[config.mk]
export PLATFORM = sky130hd
export DESIGN_NAME = apb_slave_regfile
export DESIGN_NICKNAME = d
export VERILOG_FILES = /design/src/rtl/apb_pkg.sv /design/src/rtl/apb_regbank.sv /design/src/rtl/apb_slave_regfile.sv
export SDC_FILE = /design/constraint.sdc
export NUM_CORES = 1
export LEC_CHECK = 0
export CAP_MARGIN = 25
export CORE_MARGIN = 10
export CORE_UTILIZATION = 52
export DETAILED_ROUTE_END_ITERATION = 7
export PLACE_DENSITY = 0.77
export SYNTH_ARGS = -nofsm -noshare
export SYNTH_HDL_FRONTEND = slang
export SYNTH_HIERARCHICAL = 1
export SYNTH_SLANG_ARGS = --single-unit
[constraint.sdc]
create_clock -name PCLK -period 3.7 [get_ports PCLK]
set_input_delay 0.555 -clock PCLK [delete_from_list [all_inputs] [get_ports PCLK]]
set_output_delay 0.555 -clock PCLK [all_outputs]
set_load 0.02 [all_outputs]
[src/rtl/apb_pkg.sv]
// -----------------------------------------------------------------------------
// apb_pkg
// Shared definitions for the APB3 register-file completer:
//   - APB_ADDR_W / APB_DATA_W : default bus widths
//   - APB_ID_CODE             : default upper half of the read-only status word
//   - apb_slv_state_t         : completer FSM states
//   - sat_inc8()              : saturating 8-bit increment used by the error counter
// -----------------------------------------------------------------------------
package apb_pkg;

    localparam int          APB_ADDR_W  = 32;
    localparam int          APB_DATA_W  = 32;
    localparam logic [15:0] APB_ID_CODE = 16'hA5B3;

    typedef enum logic [1:0] {
        IDLE  = 2'd0,
        WAIT  = 2'd1,
        READY = 2'd2
    } apb_slv_state_t;

    // Counter sticks at its maximum instead of wrapping.
    function automatic logic [7:0] sat_inc8(input logic [7:0] value);
        return (value == 8'hFF) ? value : value + 8'd1;
    endfunction

endpackage

[src/rtl/apb_regbank.sv]
// -----------------------------------------------------------------------------
// apb_regbank
// Register storage for the APB completer.
//   PCLK, PRESETn : clock / synchronous active-low reset
//   we, widx,     : write strobe, word index and data (committed at PCLK edge)
//   wdata
//   ridx          : read word index (combinational read mux -> rdata)
//   err_cnt       : current error count, folded into the status word
//   rdata         : selected word
//   ctrl_out      : live value of register 0
// The last index holds no storage: it is the read-only status word
// {ID_CODE, err_cnt, NUM_REGS[7:0]}. Writes to it are filtered upstream.
// -----------------------------------------------------------------------------
module apb_regbank
    import apb_pkg::*;
#(
    parameter int          NUM_REGS   = 16,
    parameter int          DATA_WIDTH = APB_DATA_W,
    parameter logic [15:0] ID_CODE    = APB_ID_CODE,
    localparam int         IDX_W      = $clog2(NUM_REGS)
) (
    input  logic                  PCLK,
    input  logic                  PRESETn,
    input  logic                  we,
    input  logic [IDX_W-1:0]      widx,
    input  logic [DATA_WIDTH-1:0] wdata,
    input  logic [IDX_W-1:0]      ridx,
    input  logic [7:0]            err_cnt,
    output logic [DATA_WIDTH-1:0] rdata,
    output logic [DATA_WIDTH-1:0] ctrl_out
);

    logic [DATA_WIDTH-1:0] words [NUM_REGS];

    for (genvar gi = 0; gi < NUM_REGS; gi++) begin : g_word
        if (gi == NUM_REGS - 1) begin : g_ro
            assign words[gi] = DATA_WIDTH'({ID_CODE, err_cnt, 8'(NUM_REGS)});
        end else begin : g_rw
            logic [DATA_WIDTH-1:0] word_q;
            logic [DATA_WIDTH-1:0] word_d;

            always_comb begin
                word_d = word_q;
                if (we && (widx == IDX_W'(gi))) begin
                    word_d = wdata;
                end
            end

            always_ff @(posedge PCLK) begin
                if (!PRESETn) begin
                    word_q <= '0;
                end else begin
                    word_q <= word_d;
                end
            end

            assign words[gi] = word_q;
        end
    end

    assign rdata    = words[ridx];
    assign ctrl_out = words[0];

endmodule

[src/rtl/apb_slave_regfile.sv]
// -----------------------------------------------------------------------------
// apb_slave_regfile
// APB3 completer in front of a bank of NUM_REGS 32-bit registers.
//   PCLK, PRESETn        : clock / synchronous active-low reset
//   PSELx, PENABLE,      : APB request (select, access phase, direction)
//   PWRITE
//   PADDR, PWDATA        : byte address / write data, latched in the setup cycle
//   wait_cfg             : wait states for this transfer, latched in the setup cycle
//   PREADY, PRDATA,      : registered response; PRDATA/PSLVERR only meaningful
//   PSLVERR                with PREADY
//   ctrl_out             : live register 0
//   err_cnt              : saturating count of completed error responses
// The response (PREADY/PSLVERR/PRDATA) is computed on the edge that enters READY,
// so read data is the register value at that moment and the outputs are flops.
// -----------------------------------------------------------------------------
module apb_slave_regfile
    import apb_pkg::*;
#(
    parameter int          ADDR_WIDTH = APB_ADDR_W,
    parameter int          DATA_WIDTH = APB_DATA_W,
    parameter int          NUM_REGS   = 16,
    parameter logic [15:0] ID_CODE    = APB_ID_CODE
) (
    input  logic                  PCLK,
    input  logic                  PRESETn,
    input  logic                  PSELx,
    input  logic                  PENABLE,
    input  logic                  PWRITE,
    input  logic [ADDR_WIDTH-1:0] PADDR,
    input  logic [DATA_WIDTH-1:0] PWDATA,
    input  logic [3:0]            wait_cfg,
    output logic                  PREADY,
    output logic [DATA_WIDTH-1:0] PRDATA,
    output logic                  PSLVERR,
    output logic [DATA_WIDTH-1:0] ctrl_out,
    output logic [7:0]            err_cnt
);

    localparam int IDX_W = $clog2(NUM_REGS);

    apb_slv_state_t        state_q,   state_d;
    logic [3:0]            cnt_q,     cnt_d;
    logic [ADDR_WIDTH-1:0] addr_q,    addr_d;
    logic                  write_q,   write_d;
    logic [DATA_WIDTH-1:0] wdata_q,   wdata_d;
    logic                  pready_q,  pready_d;
    logic                  pslverr_q, pslverr_d;
    logic [DATA_WIDTH-1:0] prdata_q,  prdata_d;
    logic [7:0]            err_cnt_q, err_cnt_d;

    logic                  setup;
    logic                  enter_ready;
    logic                  reg_we;
    logic                  dec_err;
    logic [IDX_W-1:0]      rd_idx;
    logic [IDX_W-1:0]      wr_idx;
    logic [DATA_WIDTH-1:0] rd_data;

    // Transfer fields are captured only on a setup cycle seen from IDLE; later
    // changes to PADDR/PWDATA are ignored for the rest of the transfer.
    always_comb begin
        setup   = (state_q == IDLE) && PSELx && !PENABLE;
        addr_d  = setup ? PADDR  : addr_q;
        write_d = setup ? PWRITE : write_q;
        wdata_d = setup ? PWDATA : wdata_q;
    end

    // Decode on the value being latched so a zero-wait transfer can respond
    // in the first access cycle.
    assign rd_idx  = addr_d[IDX_W+1:2];
    assign wr_idx  = addr_q[IDX_W+1:2];
    assign dec_err = (addr_d[1:0] != 2'b00)
                  || (addr_d >= ADDR_WIDTH'(4 * NUM_REGS))
                  || (write_d && (rd_idx == IDX_W'(NUM_REGS - 1)));

    always_comb begin
        state_d     = state_q;
        cnt_d       = cnt_q;
        err_cnt_d   = err_cnt_q;
        pready_d    = 1'b0;
        pslverr_d   = 1'b0;
        prdata_d    = '0;
        reg_we      = 1'b0;
        enter_ready = 1'b0;

        case (state_q)
            IDLE: begin
                if (setup) begin
                    cnt_d = wait_cfg;
                    if (wait_cfg == 4'd0) begin
                        enter_ready = 1'b1;
                    end else begin
                        state_d = WAIT;
                    end
                end
            end
            WAIT: begin
                if (!PSELx) begin
                    state_d = IDLE;
                end else begin
                    cnt_d = cnt_q - 4'd1;
                    if (cnt_q == 4'd1) begin
                        enter_ready = 1'b1;
                    end
                end
            end
            READY: begin
                state_d = IDLE;
                // Without PSELx & PENABLE here the transfer is abandoned silently.
                if (PSELx && PENABLE) begin
                    if (pslverr_q) begin
                        err_cnt_d = sat_inc8(err_cnt_q);
                    end else if (write_q) begin
                        reg_we = 1'b1;
                    end
                end
            end
            default: state_d = IDLE;
        endcase

        if (enter_ready) begin
            state_d   = READY;
            pready_d  = 1'b1;
            pslverr_d = dec_err;
            prdata_d  = (dec_err || write_d) ? '0 : rd_data;
        end
    end

    always_ff @(posedge PCLK) begin
        if (!PRESETn) begin
            state_q   <= IDLE;
            cnt_q     <= '0;
            addr_q    <= '0;
            write_q   <= 1'b0;
            wdata_q   <= '0;
            pready_q  <= 1'b0;
            pslverr_q <= 1'b0;
            prdata_q  <= '0;
            err_cnt_q <= '0;
        end else begin
            state_q   <= state_d;
            cnt_q     <= cnt_d;
            addr_q    <= addr_d;
            write_q   <= write_d;
            wdata_q   <= wdata_d;
            pready_q  <= pready_d;
            pslverr_q <= pslverr_d;
            prdata_q  <= prdata_d;
            err_cnt_q <= err_cnt_d;
        end
    end

    apb_regbank #(
        .NUM_REGS   (NUM_REGS),
        .DATA_WIDTH (DATA_WIDTH),
        .ID_CODE    (ID_CODE)
    ) u_regbank (
        .PCLK     (PCLK),
        .PRESETn  (PRESETn),
        .we       (reg_we),
        .widx     (wr_idx),
        .wdata    (wdata_q),
        .ridx     (rd_idx),
        .err_cnt  (err_cnt_q),
        .rdata    (rd_data),
        .ctrl_out (ctrl_out)
    );

    assign PREADY  = pready_q;
    assign PSLVERR = pslverr_q;
    assign PRDATA  = prdata_q;
    assign err_cnt = err_cnt_q;

endmodule

**Word-level counts from Yosys, hierarchy flattened**

Cells that the tools add are included.

- Eq/ne operators: 26
- $add $sub $neg: 2
- Order comparisons: 2
- Reductions and logical operators: 35
- Multiplexer cells: 23
- Bitwise operators: 4

Operators by type and width:

| operator | count |
|---|---|
| 32-bit binary-select mux with 4-bit select | 1 |
| 32-bit 2-to-1 mux | 3 |
| 4-bit == test, second input constant | 8 |
| 32-bit by 7-bit greater-or-equal comparator with 1-bit output, second input constant | 1 |
| 1-bit logical AND | 19 |
| 4-bit by 3-bit == test with 1-bit output, second input constant | 4 |
| 1-bit 2-to-1 mux | 10 |
| 3-bit != test, second input constant | 3 |
| 3-bit AND reduction | 3 |
| 8-bit by 1-bit adder with 8-bit output, second input constant | 1 |
| 4-bit by 1-bit == test with 1-bit output, second input constant | 2 |
| 4-bit by 2-bit == test with 1-bit output, second input constant | 2 |
| 8-bit == test, second input constant | 1 |
| 4-bit zero test | 2 |
| 2-bit 2-to-1 mux | 4 |
| 4-bit 2-to-1 mux | 2 |
| 2-bit != test, second input constant | 4 |
| 4-bit case mux with 2 select lines | 1 |
| 5-bit greater-or-equal comparator, second input constant | 1 |
| 4-bit inverter with 5-bit output | 1 |
| 2-bit case mux with 2 select lines | 1 |
| 4-bit AND reduction | 1 |
| 2-bit nonzero test | 2 |
| 4-bit by 1-bit subtractor with 4-bit output, second input constant | 1 |
| other kinds (10) | 14 |

- Output and inout port bits: 74
- Flip-flop bits (word level): 593
- Bits of input ports: 73
- Logic and storage cells: 117

**Logic depth before layout (Yosys ltp)**

- Depth after elaboration: 9
- Mapped depth: 14
- Mapped depth without buffers: 8

**By module**

The synthesis kept the hierarchy.

By module, submodules not included:

| module | instances | seq. area each (um^2) | area each (um^2) | cells each |
|---|---|---|---|---|
| apb_regbank | 1 | 9609.2 | 23258.6 | 2562 |
| apb_slave_regfile | 1 | 2262.2 | 4535.6 | 520 |

**Worst setup path before layout**

Ideal clock, no wire load.

- Path type: input to register
- Start point: input PENABLE
- End point: register prdata_q[12] (netlist: PRDATA[12])
- Stages: 13
- Required time: 3.581 ns
- Data arrival time: 2.771 ns
- Path buffers: 5
- Path slack: 0.810 ns
- Setup time: 0.119 ns
- Cells stage by stage: or4b_1 -> clkbuf_1 -> clkbuf_1 -> nand2_1 -> nand2_1 -> buf_6 -> buf_6 -> buf_2 -> mux4_2 -> a222oi_1 -> mux2i_1 -> nand2_1 -> nor3_2

- Elaborated cells between the ends (all ways): 19
- Those cells by class: order compare (1); eq/ne (1); mux (7); bitwise (2); reduce/logical (8)

RTL lines:

| item | line | RTL |
|---|---|---|
| start: declaration | apb_slave_regfile.sv:27 | `input logic PENABLE,` |
| 1-bit zero test | apb_slave_regfile.sv:62 | `setup = (state_q == IDLE) && PSELx && !PENABLE;` |
| 1-bit logical AND | apb_slave_regfile.sv:62 |  |
| 32-bit 2-to-1 mux | apb_slave_regfile.sv:63 | `addr_d = setup ? PADDR : addr_q;` |
| named net addr_d[2] | apb_slave_regfile.sv:43 | `logic [ADDR_WIDTH-1:0] addr_q, addr_d;` |
| 4-bit inverter with 5-bit output (implied by the code) | apb_regbank.sv:61 | `assign rdata = words[ridx];` |
| 32-bit binary-select mux with 4-bit select | apb_regbank.sv:61 |  |
| 32-bit 2-to-1 mux (implied by the code) (2 in a row) | apb_regbank.sv:61 |  |
| named net rd_data[12] | apb_slave_regfile.sv:57 | `logic [DATA_WIDTH-1:0] rd_data;` |
| end signal: assignment | apb_slave_regfile.sv:148 | `prdata_q <= prdata_d;` |
| end: declaration | apb_slave_regfile.sv:48 | `logic [DATA_WIDTH-1:0] prdata_q, prdata_d;` |

The timed path passes the listed nets, and every way through them passes these cells. The select of a mux whose other input is x is not followed.
A chain may end at the register's enable or synchronous reset.

**Worst setup path after layout**

- Start point: input PSELx
- End point: register prdata_q[1] (netlist: PRDATA[1])

- Elaborated cells between the ends (all ways): 20
- Those cells by class: order compare (1); eq/ne (1); mux (8); bitwise (2); reduce/logical (8)

RTL lines:

| item | line | RTL |
|---|---|---|
| start: declaration | apb_slave_regfile.sv:26 | `input logic PSELx,` |
| 1-bit logical AND (2 in a row) | apb_slave_regfile.sv:62 |  |
| 32-bit 2-to-1 mux | apb_slave_regfile.sv:63 |  |
| named net addr_d[3] | apb_slave_regfile.sv:43 |  |
| 4-bit inverter with 5-bit output (implied by the code) | apb_regbank.sv:61 |  |
| 32-bit binary-select mux with 4-bit select | apb_regbank.sv:61 |  |
| 32-bit 2-to-1 mux (implied by the code) (2 in a row) | apb_regbank.sv:61 |  |
| named net rd_data[1] | apb_slave_regfile.sv:57 |  |

The timed path passes the listed nets, and every way through them passes these cells. The select of a mux whose other input is x is not followed.

==> key figures <==
Clock tree
  – CTS resizes: 0
  – CTS Hold Bufs: 0
  – Root cell of the clock tree: clkbuf_16
  – Total CTS buffers: approximately 60
  – Max Buffers Root-to-Sink: 3
  – Worst-skew pair later-pin latency: 620 ps
  – H-tree level count: 2
  – CTS tree: built
  – Post-CTS Setup Bufs: 0
  – TritonCTS Sinks: between 500 and 600
  – Clock-pin slew on the worst setup and hold paths: 60 ps

Die
  – Die width: approximately 250 um
  – Cell row count: 84
  – Die area: roughly 63000 um2
  – Die Ht: 251.2 um
  – Ports: 147
  – Initial Util: 0.5268
  – Core area: 52760 um2

Yosys
  – Syn avg cell area: between 9 and 10 um2
  – Ys async rst share: 0
  – YS warnings: 6
  – Synthesized net count: ~3200
  – Synthesized cell area: ~28000 um2
  – Post-synthesis sequential area ratio: 0.4271
  – Top FF cell, synth: dfxtp_1
  – Number of synthesized flops with an enable pin: 0
  – Synth cell types: 53
  – Mapped Cells: between 3000 and 4000
  – Synth Register Bits: a little under 600

Worst setup path
  – CP arrival: about 3900 ps
  – Worst endpoint required time: about 4200 ps
  – Crit-path max FO: 7
  – Slowest cell on crit path: nor2b_1
  – Cell family with most CP delay: simple AND/OR/NAND/NOR gates
  – CP Cell Sequence: clkdlybuf4s50_1 > or4b_2 > nand2_1 > nand2_4 > nor2b_1 > buf_4 > a221oi_1 > a211oi_1 > nand2_1 > nor3_1
  – Critical path class: input pin to flop
  – Most common cell on crit path: nand2_1
  – Startpoint Class: input pin
  – CP max stage delay: around 820 ps
  – Critical Path Sink Type: flop
  – Worst path bufs/invs: 2

Finish
  – Syn-to-layout area delta: 13.27%
  – Filler instances: 4357
  – Diodes inserted: 0
  – Most common cell after layout, fill and taps aside: dfxtp_1
  – Fraction of layout cells with a size suffix above 1: 0.1240
  – Finished Cell Area: 31480 um2
  – Most frequent cells in the layout: dfxtp_1, nand3_1, o21ai_0
  – Final non-filler cell total: between 3000 and 4000
  – Fin nets: a little over 3000

STA
  – Final period util: 0.9000
  – Worst-Margin Slew: around 1100 ps
  – Final Critical Period: 3330 ps
  – Clock skew: ~17 ps
  – Hold WS: about 440 ps
  – # setup viols final: 0
  – RSZ-0062 raised after global routing: no
  – TNS Setup: 0 ps
  – Fmax: between 0.3 and 0.4 GHz
  – Final Hold Viols: 0
  – Slew HR: 0.2833
  – Max-slew violations: 0

GRT
  – Initial antenna violation count: 1
  – Pin count of the biggest net entering global routing: 141
  – Total track usage: 0.2646
  – GR Overflow Total: 0
  – Vias in the first global route: 24073
  – First-pass GRT wire length: between 100000 and 150000 um

Drt
  – Vias: 24651
  – DR pass1 iterations: 7
  – DR iter-0 viols: between 3000 and 4000
  – Per-cell routed wire length: between 20 and 25 um
  – Post-DRT Antenna Nets: 0
  – Total wire length: roughly 87000 um
  – DRC: 0
  – Vias per std cell: roughly 6.6

Pwr
  – Peak VDD IR: approximately 0.39 mV
  – P_leak: just under 10 nW
  – PwrDens: between 400 and 500 nW/um2
  – Overall Power: ~14 mW

Place
  – Placed cell area: just under 30000 um2
  – Dpl hpwl: between 50000 and 60000 um
  – I/O Buffers: roughly 150
  – Post-Place Cells: 3610
  – RePlAce Congestion: ~0.84

Worst hold path
  – Min-Delay Path Class: input pin to flop

Status
  – Status: completed

Flow run
  – MaxCap Viol Count: 0
-- Yosys cell counts, drive strengths merged (3+ instances only) --
| library cell | number | area share |
|---|---|---|
| nand2 | 184 | 0.025 |
| xnor2 | 3 | 0.00095 |
| mux2i | 42 | 0.015 |
| a21boi | 542 | 0.15 |
| a221oi | 14 | 0.0044 |
| o21ai | 487 | 0.088 |
| o22ai | 14 | 0.0032 |
| xor2 | 3 | 0.00095 |
| nand3 | 488 | 0.088 |
| clkbuf | 268 | 0.036 |
| nand3b | 5 | 0.0014 |
| nor4 | 12 | 0.0029 |
| and2 | 15 | 0.0034 |
| a211oi | 15 | 0.0041 |
| nor2b | 8 | 0.0018 |
| mux4 | 82 | 0.066 |
| nor2 | 13 | 0.0018 |
| and3b | 4 | 0.0013 |
| ha | 3 | 0.0014 |
| mux2 | 67 | 0.027 |
| nand4 | 4 | 0.00090 |
| nand2b | 5 | 0.0011 |
| dfxtp | 593 | 0.43 |
| inv | 10 | 0.0014 |
| a222oi | 8 | 0.0029 |
| buf | 110 | 0.022 |
| o221ai | 9 | 0.0028 |
| o211ai | 11 | 0.0030 |
| nor3 | 43 | 0.013 |
-- through the flow --
step                      utilization  setup slack [ps]
after floorplan                     -             810.0
after global placement         0.5584            -123.4
after detailed placement       0.5586            -98.91
after CTS                      0.5967             547.5
after global routing           0.5967             337.9
final                          0.5967             370.0
-- logic make-up after synthesis --
kind of cell    after synthesis  share of synthesized area
mux                         191                     0.1087
fa+ha+maj                     3                   0.001351
buf+inv                     388                    0.05951
compound gates             1108                     0.2573
flops                       593                     0.4271
xor+xnor                      6                   0.001891
simple gates                793                     0.1441
-- sequential cells by signal, indices dropped and copies added, names as in the netlist --
signal and cells:
wdata_q 32, PREADY 1, addr_q 32, u_regbank/g_word.g_rw.word_q 448, cnt_q 4, write_q 1
state_q 2, PRDATA 32, err_cnt 8, PSLVERR 1, u_regbank/ctrl_out 32
-- worst paths after layout --
path | from | to | slack [ps] | depth (start not counted)
max | PSELx | PRDATA[1] | 370 | 10
min | PRESETn | cnt_q[0] | 440 | 2
max reg2reg | state_q[1] | PRDATA[1] | 430 | 9
min reg2reg | addr_q[26] | addr_q[26] | 470 | 2
-- report_power, final --
| group | leakage, nW | internal [mW] | switching, mW |
|---|---|---|---|
| clock | 1.01 | 3.63 | 2.59 |
| sequential | 4.78 | 6.42 | 0.112 |
| combinational | 3.99 | 0.351 | 0.582 |
-- cell type report --
cell class,instances,area [um2],area share
clock buffer,86,1760,0.05592
clock inverter,24,251.5,0.007988
inverter,10,37.54,0.001192
multi-input combinational,2101,14380,0.4568
sequential,593,11870,0.3771
tap,688,860.8,0.02734
timing repair buffer,218,2320,0.07368
-- layer usage --
metal	track usage	routed length [um]	share of wire
met1	0.3276	33120	0.38
met4	0.1202	3599	0.041
met3	0.04705	8013	0.092
met5	0	9	0.00010
met2	0.4436	42560	0.49
Power figures use the tool's default switching activity.
